[src/rtl/sap_obi_to_axi_master.sv]
// OBI manager port to single-beat AXI4 manager bridge with in-order response return.
// Optional sticky error interrupt (err_irq_o/err_clr_i) enabled by defining SAP_OBI2AXI_ERR_IRQ_EN.
module sap_obi_to_axi_master #(
    parameter int unsigned AddrWidth      = 32,
    parameter int unsigned DataWidth      = 32,
    parameter int unsigned IdWidth        = 4,
    parameter int unsigned AxiId          = 0,
    parameter int unsigned MaxOutstanding = 4
) (
    input  logic                   clk_i,
    input  logic                   rst_ni,
    input  logic                   obi_req_i,
    output logic                   obi_gnt_o,
    input  logic [AddrWidth-1:0]   obi_addr_i,
    input  logic                   obi_we_i,
    input  logic [DataWidth/8-1:0] obi_be_i,
    input  logic [DataWidth-1:0]   obi_wdata_i,
    output logic                   obi_rvalid_o,
    output logic [DataWidth-1:0]   obi_rdata_o,
    output logic                   obi_err_o,
`ifdef SAP_OBI2AXI_ERR_IRQ_EN
    output logic                   err_irq_o,
    input  logic                   err_clr_i,
`endif
    output logic                   axi_awvalid_o,
    input  logic                   axi_awready_i,
    output logic [AddrWidth-1:0]   axi_awaddr_o,
    output logic [IdWidth-1:0]     axi_awid_o,
    output logic [7:0]             axi_awlen_o,
    output logic [2:0]             axi_awsize_o,
    output logic [1:0]             axi_awburst_o,
    output logic [2:0]             axi_awprot_o,
    output logic [3:0]             axi_awcache_o,
    output logic                   axi_awlock_o,
    output logic [3:0]             axi_awqos_o,
    output logic                   axi_wvalid_o,
    input  logic                   axi_wready_i,
    output logic [DataWidth-1:0]   axi_wdata_o,
    output logic [DataWidth/8-1:0] axi_wstrb_o,
    output logic                   axi_wlast_o,
    input  logic                   axi_bvalid_i,
    output logic                   axi_bready_o,
    input  logic [1:0]             axi_bresp_i,
    input  logic [IdWidth-1:0]     axi_bid_i,
    output logic                   axi_arvalid_o,
    input  logic                   axi_arready_i,
    output logic [AddrWidth-1:0]   axi_araddr_o,
    output logic [IdWidth-1:0]     axi_arid_o,
    output logic [7:0]             axi_arlen_o,
    output logic [2:0]             axi_arsize_o,
    output logic [1:0]             axi_arburst_o,
    output logic [2:0]             axi_arprot_o,
    output logic [3:0]             axi_arcache_o,
    output logic                   axi_arlock_o,
    output logic [3:0]             axi_arqos_o,
    input  logic                   axi_rvalid_i,
    output logic                   axi_rready_o,
    input  logic [DataWidth-1:0]   axi_rdata_i,
    input  logic [1:0]             axi_rresp_i,
    input  logic                   axi_rlast_i,
    input  logic [IdWidth-1:0]     axi_rid_i
);
    localparam int unsigned StrbWidth = DataWidth / 8;
    localparam int unsigned PtrWidth  = $clog2(MaxOutstanding);
    localparam int unsigned CntWidth  = PtrWidth + 1;

    localparam logic [1:0] StIdle    = 2'd0;
    localparam logic [1:0] StIssueWr = 2'd1;
    localparam logic [1:0] StIssueRd = 2'd2;

    logic [1:0]           state_q, state_d;
    logic [AddrWidth-1:0] addr_q, addr_d;
    logic [StrbWidth-1:0] strb_q, strb_d;
    logic [DataWidth-1:0] wdata_q, wdata_d;
    logic                 awvalid_q, awvalid_d;
    logic                 wvalid_q, wvalid_d;
    logic                 arvalid_q, arvalid_d;

    logic [MaxOutstanding-1:0] fifo_q;
    logic [PtrWidth-1:0]       wr_ptr_q, rd_ptr_q;
    logic [CntWidth-1:0]       cnt_q;

    logic                 rsp_valid_q;
    logic                 rsp_err_q;
    logic [DataWidth-1:0] rsp_data_q;

    logic fifo_empty_c, fifo_full_c, head_c;
    logic b_hs_c, r_hs_c, pop_c, gnt_c, rsp_err_c;

    // Response ordering: the FIFO head says which channel may complete next.
    assign fifo_empty_c = (cnt_q == '0);
    assign head_c       = fifo_q[rd_ptr_q];
    assign axi_bready_o = !fifo_empty_c && head_c;
    assign axi_rready_o = !fifo_empty_c && !head_c;
    assign b_hs_c       = axi_bvalid_i && axi_bready_o;
    assign r_hs_c       = axi_rvalid_i && axi_rready_o;
    assign pop_c        = b_hs_c || r_hs_c;
    assign rsp_err_c    = b_hs_c ? axi_bresp_i[1] : axi_rresp_i[1];
    // A pop in the same cycle frees a slot, so a full FIFO can still accept a push.
    assign fifo_full_c  = (cnt_q == CntWidth'(MaxOutstanding)) && !pop_c;
    assign gnt_c        = obi_req_i && (state_q == StIdle) && !fifo_full_c;
    assign obi_gnt_o    = gnt_c;

    always_comb begin
        state_d   = state_q;
        addr_d    = addr_q;
        strb_d    = strb_q;
        wdata_d   = wdata_q;
        awvalid_d = awvalid_q;
        wvalid_d  = wvalid_q;
        arvalid_d = arvalid_q;
        case (state_q)
            StIdle: begin
                if (gnt_c) begin
                    addr_d  = obi_addr_i;
                    strb_d  = obi_be_i;
                    wdata_d = obi_wdata_i;
                    if (obi_we_i) begin
                        awvalid_d = 1'b1;
                        wvalid_d  = 1'b1;
                        state_d   = StIssueWr;
                    end else begin
                        arvalid_d = 1'b1;
                        state_d   = StIssueRd;
                    end
                end
            end
            StIssueWr: begin
                if (axi_awready_i) awvalid_d = 1'b0;
                if (axi_wready_i)  wvalid_d  = 1'b0;
                if (!awvalid_d && !wvalid_d) state_d = StIdle;
            end
            StIssueRd: begin
                if (axi_arready_i) begin
                    arvalid_d = 1'b0;
                    state_d   = StIdle;
                end
            end
            default: state_d = StIdle;
        endcase
    end

    always_ff @(posedge clk_i or negedge rst_ni) begin
        if (!rst_ni) begin
            state_q   <= StIdle;
            addr_q    <= '0;
            strb_q    <= '0;
            wdata_q   <= '0;
            awvalid_q <= 1'b0;
            wvalid_q  <= 1'b0;
            arvalid_q <= 1'b0;
        end else begin
            state_q   <= state_d;
            addr_q    <= addr_d;
            strb_q    <= strb_d;
            wdata_q   <= wdata_d;
            awvalid_q <= awvalid_d;
            wvalid_q  <= wvalid_d;
            arvalid_q <= arvalid_d;
        end
    end

    // Order FIFO: one type bit per transaction (1 = write).
    always_ff @(posedge clk_i or negedge rst_ni) begin
        if (!rst_ni) begin
            fifo_q   <= '0;
            wr_ptr_q <= '0;
            rd_ptr_q <= '0;
            cnt_q    <= '0;
        end else begin
            if (gnt_c) begin
                fifo_q[wr_ptr_q] <= obi_we_i;
                wr_ptr_q         <= wr_ptr_q + PtrWidth'(1);
            end
            if (pop_c) rd_ptr_q <= rd_ptr_q + PtrWidth'(1);
            if (gnt_c && !pop_c)      cnt_q <= cnt_q + CntWidth'(1);
            else if (!gnt_c && pop_c) cnt_q <= cnt_q - CntWidth'(1);
        end
    end

    always_ff @(posedge clk_i or negedge rst_ni) begin
        if (!rst_ni) begin
            rsp_valid_q <= 1'b0;
            rsp_err_q   <= 1'b0;
            rsp_data_q  <= '0;
        end else begin
            rsp_valid_q <= pop_c;
            if (pop_c) begin
                rsp_err_q  <= rsp_err_c;
                rsp_data_q <= b_hs_c ? '0 : axi_rdata_i;
            end
        end
    end

`ifdef SAP_OBI2AXI_ERR_IRQ_EN
    logic err_irq_q;

    // Sticky error flag; a new error outranks a simultaneous clear.
    always_ff @(posedge clk_i or negedge rst_ni) begin
        if (!rst_ni)                 err_irq_q <= 1'b0;
        else if (pop_c && rsp_err_c) err_irq_q <= 1'b1;
        else if (err_clr_i)          err_irq_q <= 1'b0;
    end
    assign err_irq_o = err_irq_q;
`endif

    // Single fixed ID and single-beat bursts make these inputs irrelevant.
    logic unused_c;
    assign unused_c = ^{axi_bid_i, axi_rid_i, axi_rlast_i, axi_bresp_i[0], axi_rresp_i[0]};

    assign obi_rvalid_o  = rsp_valid_q;
    assign obi_rdata_o   = rsp_data_q;
    assign obi_err_o     = rsp_err_q;

    assign axi_awvalid_o = awvalid_q;
    assign axi_awaddr_o  = addr_q;
    assign axi_awid_o    = IdWidth'(AxiId);
    assign axi_awlen_o   = 8'd0;
    assign axi_awsize_o  = 3'b010;
    assign axi_awburst_o = 2'b01;
    assign axi_awprot_o  = 3'b000;
    assign axi_awcache_o = 4'b0010;
    assign axi_awlock_o  = 1'b0;
    assign axi_awqos_o   = 4'd0;
    assign axi_wvalid_o  = wvalid_q;
    assign axi_wdata_o   = wdata_q;
    assign axi_wstrb_o   = strb_q;
    assign axi_wlast_o   = 1'b1;
    assign axi_arvalid_o = arvalid_q;
    assign axi_araddr_o  = addr_q;
    assign axi_arid_o    = IdWidth'(AxiId);
    assign axi_arlen_o   = 8'd0;
    assign axi_arsize_o  = 3'b010;
    assign axi_arburst_o = 2'b01;
    assign axi_arprot_o  = 3'b000;
    assign axi_arcache_o = 4'b0010;
    assign axi_arlock_o  = 1'b0;
    assign axi_arqos_o   = 4'd0;

endmodule
[config.mk]
export PLATFORM = sky130hd
export DESIGN_NAME = sap_obi_to_axi_master
export DESIGN_NICKNAME = d
export VERILOG_FILES = /design/src/rtl/sap_obi_to_axi_master.sv
export SDC_FILE = /design/constraint.sdc
export NUM_CORES = 1
export LEC_CHECK = 0
export ABC_CLOCK_PERIOD_IN_PS = 8300
export CAP_MARGIN = 30
export CORE_AREA = 2 2 124 126
export DETAILED_ROUTE_END_ITERATION = 8
export DIE_AREA = 0 0 126 128
export PLACE_DENSITY = 0.83
export SYNTH_ARGS = -nofsm -noshare
export SYNTH_HDL_FRONTEND = slang
export SYNTH_SLANG_ARGS = --single-unit
[constraint.sdc]
create_clock -name clk_i -period 8.3 [get_ports clk_i]
set_clock_uncertainty 0.1 [all_clocks]
set_input_delay 1.66 -clock clk_i [delete_from_list [all_inputs] [get_ports clk_i]]
set_output_delay 1.66 -clock clk_i [all_outputs]
set_load 0.03 [all_outputs]
==> flow_summary.yaml, run 1 <==
power:
  ir_drop_uv: 259.9
  total_power_mw: 3.921
  p_leak_nw: 3.512
  p_per_area_nw_per_um2: 484.2
synthesis:
  synth-warning-count: 0
  synth.avg_cell_area_um2: 13.66
  synth_top_area_share_pct: 55.57
  synth_cell_types: 34
  synth_area_um2: 5314
  synth_area_leaders: "dfrtp_1 (56%), mux2_2 (16%), buf_4 (13%)"
  syn_inst: 389
  yosysSeqAreaShare_pct: 55.57
  synth_top_cell_by_area: "dfrtp_1"
  ys_seq_elements: 118
critical_path:
  path_class: "in -> out"
  r2r_setup_slack_ns: 5.46
  critPathMaxFanout: 7
  arrival_ns: 3.55
  cp-start-kind: "input pin"
  endpoint_kind: "output port"
  worstPathRequired_ns: 6.54
clock_tree:
  cts.reportedPaths.clkPinSlew_ns: 0.05
  cts_buffers: 17
  ctsHtreeMaxLevel: 4
  cts_root_buf: "clkbuf_16"
  cts_tree: "done"
  hold_buffers: 0
  cts_sinks: 118
  postCtsSetupBuffers: 0
  cts_resized: 0
  worst_skew_pair.late_latency_ns: 0.41
  clk_path_buf_depth: 2
floorplan:
  num_rows: 45
  die_w_um: 126
  die_area_um2: 16130
  core_area_um2: 14860
  start_util_pct: 35.75
  ios: 321
  die_h_um: 128
route:
  via_count: 3707
  drt_first_iter_violations: 102
  viasPerCell: 4.565
  wl_per_cell_um: 16.08
  dr.pass1.iters: 6
  ant_nets: 0
  drc: 0
  routed_wl_um: 13060
layout:
  drive_gt1_share_pct: 18.27
  fin_nets: 741
  n_antenna_cell: 0
  area_growth_pct: 52.41
  final_core_util_pct: 54.49
  final_cell_count_no_fill: 812
sta:
  hold-worst-slack_ns: 0.3971
  finalSetupViolCount: 0
  fin_setup_tns_ns: 0
  maxSlewViolCount: 0
  fmax_ghz: 0.1885
  finalCritPeriodShare_pct: 63.93
  tightestPinTransition_ns: 0.8946
  rsz0062_at_grt: "false"
  finalHoldViolations: 0
  min_period_ns: 5.306
  slew_headroom_pct: 40.36
placement:
  port_buffers: 250
  dp_hpwl_um: 9608
  dp_cells: 782
  gp_congestion: 0.7722
grt:
  grt_pass1_vias: 3929
  grt_antenna_before_repair: 0
  grt_usage_pct: 16.37
  grt_pass1_wl_um: 20490
  grt_max_degree: 71
  grt_overflow_total: 0
min_path:
  hold_class: "reg -> reg"
status:
  status: "finished, final reports clean"
job:
  maxCapViolations: 0
## power by group
part | switching, mW | total [mW] | internal [mW] | leakage (nW)
logic | 1.18 | 2.14 | 0.955 | 1.81
registers | 0.191 | 1.05 | 0.861 | 1.42
clock network | 0.252 | 0.734 | 0.482 | 0.281
## metrics by stage
step | instance area (um2) | setup slack, ns
after detailed placement | 7511 | 2.998
after global routing | 8099 | 2.886
after floorplan | 5528 | 3.811
after global placement | 7511 | 3.039
final | 8099 | 2.994
after CTS | 8099 | 2.999
## flip-flops by register name, indices dropped and copies added, names as in the netlist, 2 cells and up
register / count
cnt_q: 3
wr_ptr_q: 2
obi_rdata_o: 32
state_q: 2
axi_wdata_o: 32
axi_araddr_o: 32
axi_wstrb_o: 4
fifo_q: 4
rd_ptr_q: 2
## critical path, cell delays in order
cell             delay, ns
clkdlybuf4s50_1       0.43
nor4b_1               0.47
mux2i_4               0.21
nand3_4               0.12
inv_1                 0.06
clkdlybuf4s50_1       0.59
## Yosys cell counts
cell and n:
buf_4 91, mux2i_2 1, a22oi_1 1, conb_1 2, o21ai_0 2, xnor2_1 3, buf_6 7, a31o_2 1
inv_1 10, a211oi_1 1, nor4b_1 2, a31oi_1 1, mux2i_4 1, o31ai_1 3, and3_1 1, o32ai_1 1
dfrtp_1 118, fa_1 1, ha_1 5, clkbuf_1 7, or2_2 1, nand4_1 4, nor2b_1 2, xor2_1 3
nand2_1 3, a221o_1 1, nor2_1 4, a22o_1 32, mux4_2 1, buf_2 1, nand3_4 1, o31a_1 2
nor3_1 1, mux2_2 74
## path summary, 6_finish.rpt
path	startpoint	endpoint	cells past startpoint
max reg2reg	rd_ptr_q[0]	axi_araddr_o[6]	5
min	obi_rdata_o[16]	obi_rdata_o[16]	1
min reg2reg	obi_rdata_o[16]	obi_rdata_o[16]	1
max	axi_bvalid_i	obi_gnt_o	6
max in group asynchronous	rst_ni	axi_wdata_o[6]	2
min in group asynchronous	rst_ni	axi_wdata_o[10]	1
## logic make-up after synthesis
logic type	share of synthesized area (%)
flops	55.57
buf+inv	15.63
mux	16.79
compound gates	7.135
simple gates	2.190
fa+ha+maj	1.554
xor+xnor	0.9891
other cells	0.1413
## metal layers
layer | GRT usage [%] | part of all wire, % | vias to the layer above
met2 | 27.48 | 51 | 190
met4 | 8.080 | 2.7 | 0
met3 | 5.843 | 7.7 | 25
met5 | 0 | 0 | -
met1 | 18.59 | 38 | 1848
li1 | - | - | 1644
## final cells by class
class | count | area [um2]
fillers | 1208 | 6765
flip-flops and latches | 118 | 2953
repair buffers | 254 | 2530
multi-input cells | 212 | 1755
clock buffers | 21 | 460.4
well taps | 188 | 235.2
clock inverters | 9 | 127.6
inverters | 10 | 37.54
## placed cells by master (no fill, tap or decap), types with 2 or more instances in the layout
cell,count
clkdlybuf4s50_1,249
dfrtp_1,118
mux2_2,74
conb_1,59
a22o_1,32
clkbuf_16,17
inv_1,10
ha_1,5
buf_4,5
nor2_1,4
nand4_1,4
nand2_1,3
o31ai_1,3
xor2_1,3
xnor2_1,3
clkinv_2,3
bufinv_16,3
clkinvlp_4,3
o31a_1,2
mux2i_4,2
nor4b_1,2
o21ai_0,2
clkbuf_8,2
clkbuf_1,2
Power figures use the tool's default switching activity.
==> inputs of run 2 (changes only) <==
- ABC_CLOCK_PERIOD_IN_PS: 8300 -> 5200
- CORE_AREA: 2 2 124 126 -> 2 2 125 127
- DIE_AREA: 0 0 126 128 -> 0 0 127 129
- PLACE_DENSITY: 0.83 -> 0.82
- clock period: 8.3 -> 5.2 ns (I/O delays scaled with it)
==> run 2 against run 1 <==
Sequential cell count did not move. Setup slack got worse by 1.9 ns. Sequential share of layout area barely moved. Sequential power rose by 60%. Combinational power rose by 60%. Via count fell by 1.6%. Final cell count rose by 0.25%. Non-clock buffer count rose by 1. Final area fell by 0.12%. Critical path depth did not move. Worst hold slack got worse by 0.011 ns. Wire length rose by 1.3%. Critical endpoint unchanged. Largest power group unchanged.
==> flow_summary.yaml, run 2 (synthesized netlist as in run 1, its figures left out) <==
critical_path:
  r2r_setup_slack_ns: 2.37
  cp-startpoint: "axi_bvalid_i"
  path_class: "in -> out"
  crit_end: "obi_gnt_o"
  endpoint_kind: "output port"
  reg2reg_depth: 5
  worstReg2RegEnd: "axi_wdata_o[9]"
  worstPathRequired_ns: 4.06
  worstReg2RegStart: "rd_ptr_q[0]"
  cp-start-kind: "input pin"
  critPathMaxFanout: 7
  arrival_ns: 2.97
placement:
  port_buffers: 250
  dp_hpwl_um: 9780
  dp_cells: 782
  gp_congestion: 0.8069
grt:
  grt_pass1_vias: 3858
  grt_max_degree: 77
  grt_overflow_total: 0
  grt_antenna_before_repair: 0
  grt_usage_pct: 15.92
  grt_pass1_wl_um: 19950
route:
  routed_wl_um: 13230
  dr.pass1.iters: 6
  wl_per_cell_um: 16.25
  via_count: 3649
  viasPerCell: 4.483
  drt_first_iter_violations: 137
  drc: 0
  ant_nets: 0
power:
  comb_power_share_pct: 55.4
  p_leak_nw: 3.512
  p_per_area_nw_per_um2: 763.9
  ir_drop_uv: 443.9
  p_sw_mw: 2.597
  swShare_pct: 42.03
  p_seq_share_pct: 27.2
  clkPwrFrac_pct: 17.4
  p_int_mw: 3.582
clock_tree:
  postCtsSetupBuffers: 0
  cts_tree: "done"
  ctsHtreeMaxLevel: 4
  cts_root_buf: "clkbuf_16"
  cts_buffers: 17
  cts_resized: 0
  worst_skew_pair.late_latency_ns: 0.41
  hold_buffers: 0
  cts_sinks: 118
  cts.reportedPaths.clkPinSlew_ns: 0.05
  clk_path_buf_depth: 2
sta:
  finalSetupViolCount: 0
  fin_setup_tns_ns: 0
  slew_headroom_pct: 40.70
  fmax_ghz: 0.2433
  tightestPinTransition_ns: 0.8895
  min_period_ns: 4.110
  maxSlewViolCount: 0
  finalHoldViolations: 0
  finalCritPeriodShare_pct: 79.04
  rsz0062_at_grt: "false"
layout:
  area_growth_pct: 52.23
  fill_cells: 1234
  ff_latch_area_um2: 2953
  drive_gt1_share_pct: 18.37
  final_cell_mix: "clkdlybuf4s50_1 (249), dfrtp_1 (118), mux2_2 (74)"
  fin_nets: 742
  final_common_cell: "clkdlybuf4s50_1"
  multi_input_area_um2: 1755
  final_cell_count_no_fill: 814
  n_antenna_cell: 0
floorplan:
  die_w_um: 127
  start_util_pct: 35.48
  die_h_um: 129
  die_area_um2: 16380
  num_rows: 45
  core_area_um2: 14980
  ios: 321
job:
  maxCapViolations: 0
min_path:
  hold_class: "reg -> reg"
status:
  status: "finished, final reports clean"
## run 2: changes by cell type in the layout (fill, tap and decap cells not counted)
cell        delta
clkinv_2       +2
buf_4          -1
clkinv_4       +1
buf_16         +1
clkbuf_1       +1
buf_8          +1
clkinvlp_4     -1
bufinv_16      -2
## run 2: critical path, cell delays in order
cell,delay [ns]
clkdlybuf4s50_1,0.42
nor4b_1,0.51
mux2i_4,0.22
nand3_4,0.12
inv_1,0.06
clkdlybuf4s50_1,0.59
## run 2: final cells by class
class	instances	area share, %
Timing Repair Buffer	255	31.71
Clock buffer	22	5.739
Multi-Input combinational cell	212	21.70
Sequential cell	118	36.50
Tap cell	188	2.908
Inverter	10	0.4640
Clock inverter	9	0.9745
## run 2: power groups by stage
stage | Combinational, mW | Clock (mW) | Sequential (mW)
floorplan | 1.49 | 0 | 2.43
global placement | 3.37 | 0 | 1.66
detailed placement | 3.45 | 0 | 1.69
CTS | 3.47 | 1.11 | 1.69
global route | 3.60 | 1.15 | 1.75
finish | 3.43 | 1.07 | 1.68
## run 2: through the flow
step           worst slack, ns  total power, mW  util [%]  hold WS (ns)  instance area, um2
2_1_floorplan            1.896            3.911         -        0.3495                5528
3_3_place_gp             1.146            5.032     50.10        0.3687                7503
3_5_place_dp             1.086            5.138     50.20        0.3768                7518
4_1_cts                  1.085            6.258     53.83        0.3839                8061
5_1_grt                  1.006            6.492     54.01        0.4067                8089
6_report                 1.090            6.179     54.01        0.3863                8089
## run 2: how the worst min path moves through the flow
stage,start,endpoint,slack (ns),cells past startpoint
3_5_place_dp,rd_ptr_q[1],rd_ptr_q[1],0.38,1
2_1_floorplan,rd_ptr_q[1],rd_ptr_q[1],0.35,1
5_1_grt,rd_ptr_q[1],rd_ptr_q[1],0.41,1
4_1_cts,rd_ptr_q[1],rd_ptr_q[1],0.38,1
3_3_place_gp,rd_ptr_q[1],rd_ptr_q[1],0.37,1
6_report,rd_ptr_q[1],rd_ptr_q[1],0.39,1
## run 2: metal layers
layer  share of wire, %  global-route usage, %  up-vias
li1                   -                      -     1653
met1                 38                  17.46     1795
met2                 52                  27.64      187
met3                8.7                  6.362       14
met4                1.8                  6.593        0
met5                  0                      0        -
==> inputs of run 3 (changes only) <==
- ABC_CLOCK_PERIOD_IN_PS: 5200 -> 3800
- clock period: 5.2 -> 3.8 ns (I/O delays scaled with it)
==> run 3 against run 2 <==
Final cell count is the same. Critical endpoint unchanged. Highest routed layer unchanged. Via count grew 0.38%. Setup slack lost 0.82 ns. Die area is the same. Register-to-register slack lost 1.4 ns. Sequential share of layout area shrank 0.15 points. Critical path depth is the same. Critical path type unchanged. Non-clock buffer count is the same. Core utilization grew 0.22 points. Sequential power grew 37%.
==> flow_summary.yaml, run 3 (synthesized netlist as in run 1, its figures left out) <==
clock_tree:
  ctsHtreeMaxLevel: 4
  cts_sinks: 118
  cts_root_buf: "clkbuf_16"
  hold_buffers: 0
  cts_buffers: 17
  clk_path_buf_depth: 2
  cts.reportedPaths.clkPinSlew_ns: 0.05
  postCtsSetupBuffers: 0
  worst_skew_pair.late_latency_ns: 0.40
  cts_tree: "done"
  cts_resized: 0
grt:
  grt_pass1_vias: 3840
  grt_usage_pct: 15.78
  grt_pass1_wl_um: 19910
  grt_antenna_before_repair: 0
  grt_overflow_total: 0
  grt_max_degree: 71
floorplan:
  die_h_um: 129
  num_rows: 45
  die_w_um: 127
  start_util_pct: 35.48
  die_area_um2: 16380
  ios: 321
  core_area_um2: 14980
layout:
  drive_gt1_share_pct: 18.37
  final_core_util_pct: 54.23
  area_growth_pct: 52.84
  fin_nets: 742
  final_cell_count_no_fill: 814
  final_cell_mix: "clkdlybuf4s50_1 (249), dfrtp_1 (118), mux2_2 (74)"
  n_antenna_cell: 0
  final_common_cell: "clkdlybuf4s50_1"
critical_path:
  critPathMaxFanout: 7
  arrival_ns: 2.67
  path_class: "in -> out"
  worstPathRequired_ns: 2.94
  cp-start-kind: "input pin"
  endpoint_kind: "output port"
sta:
  finalSetupViolCount: 0
  finalCritPeriodShare_pct: 92.79
  slew_headroom_pct: 40.86
  maxSlewViolCount: 0
  tightestPinTransition_ns: 0.8870
  fin_setup_tns_ns: 0
  hold-worst-slack_ns: 0.2659
  fmax_ghz: 0.2836
  min_period_ns: 3.526
  rsz0062_at_grt: "false"
  finalHoldViolations: 0
placement:
  gp_congestion: 0.7960
  dp_cells: 783
  dp_hpwl_um: 9868
  port_buffers: 250
route:
  routed_wl_um: 13030
  via_count: 3663
  ant_nets: 0
  viasPerCell: 4.500
  drc: 0
  wl_per_cell_um: 16.00
  drt_first_iter_violations: 103
  dr.pass1.iters: 4
power:
  p_seq_share_pct: 26.8
  p_per_area_nw_per_um2: 1055
  ir_drop_uv: 746.8
  clkPwrFrac_pct: 18.7
  swShare_pct: 41.25
  p_leak_nw: 3.531
  total_power_mw: 8.570
  p_sw_mw: 3.535
  comb_power_share_pct: 54.5
  p_int_mw: 5.035
job:
  maxCapViolations: 0
status:
  status: "finished, final reports clean"
min_path:
  hold_class: "in -> async"
run 3: cell count changes in the layout (fill, tap and decap cells not counted):
cell / previous run / this run
bufinv_16: 1 / 3
buf_12: 0 / 1
buf_16: 1 / 0
buf_4: 4 / 5
buf_8: 1 / 0
clkinv_2: 5 / 4
clkinvlp_4: 2 / 1
run 3: layer usage:
metal  global-route usage, %  part of all wire, %
met1                   17.42                   37
met2                   27.58                   53
met3                   6.570                  8.7
met4                   5.495                  1.3
met5                       0                    0
run 3: power groups by stage:
stage                     Clock (mW)  Combinational, mW  Sequential (mW)
after global routing            1.70               4.91             2.39
final                           1.60               4.67             2.30
after floorplan                    0               2.03             3.32
after CTS                       1.64               4.73             2.30
after detailed placement           0               4.71             2.31
after global placement             0               4.63             2.27
run 3: layout make-up:
class	count	area (um2)
clock buffer	22	464.2
clock inverter	9	126.4
fill	1223	6855
inverter	10	37.54
multi-input combinational	212	1755
sequential	118	2953
tap	188	235.2
timing repair buffer	255	2550
run 3: metrics by stage:
step | worst slack [ns] | cell area (um2)
final | 0.2738 | 8122
after global routing | 0.1723 | 8122
after CTS | 0.2388 | 8122
after detailed placement | 0.2580 | 7531
after global placement | 0.3067 | 7531
after floorplan | 0.7633 | 5528
run 3: path summary, 6_finish.rpt:
check | start | slack, ns | endpoint | cells after the start
worst max-delay path | axi_bvalid_i | 0.27 | obi_gnt_o | 6
worst min-delay path | rst_ni | 0.27 | axi_araddr_o[16] | 1
worst max register to register | rd_ptr_q[0] | 0.98 | axi_araddr_o[25] | 5
worst min register to register | rd_ptr_q[1] | 0.38 | rd_ptr_q[1] | 1
max in group asynchronous | rst_ni | 2.52 | axi_wdata_o[10] | 2
min in group clk_i | rd_ptr_q[1] | 0.38 | rd_ptr_q[1] | 1
run 3: worst max-delay path, cell delays in order:
cell and delay [ns]:
clkdlybuf4s50_1 0.44, nor4b_1 0.48, mux2i_4 0.21, nand3_4 0.12, inv_1 0.06, clkdlybuf4s50_1 0.59
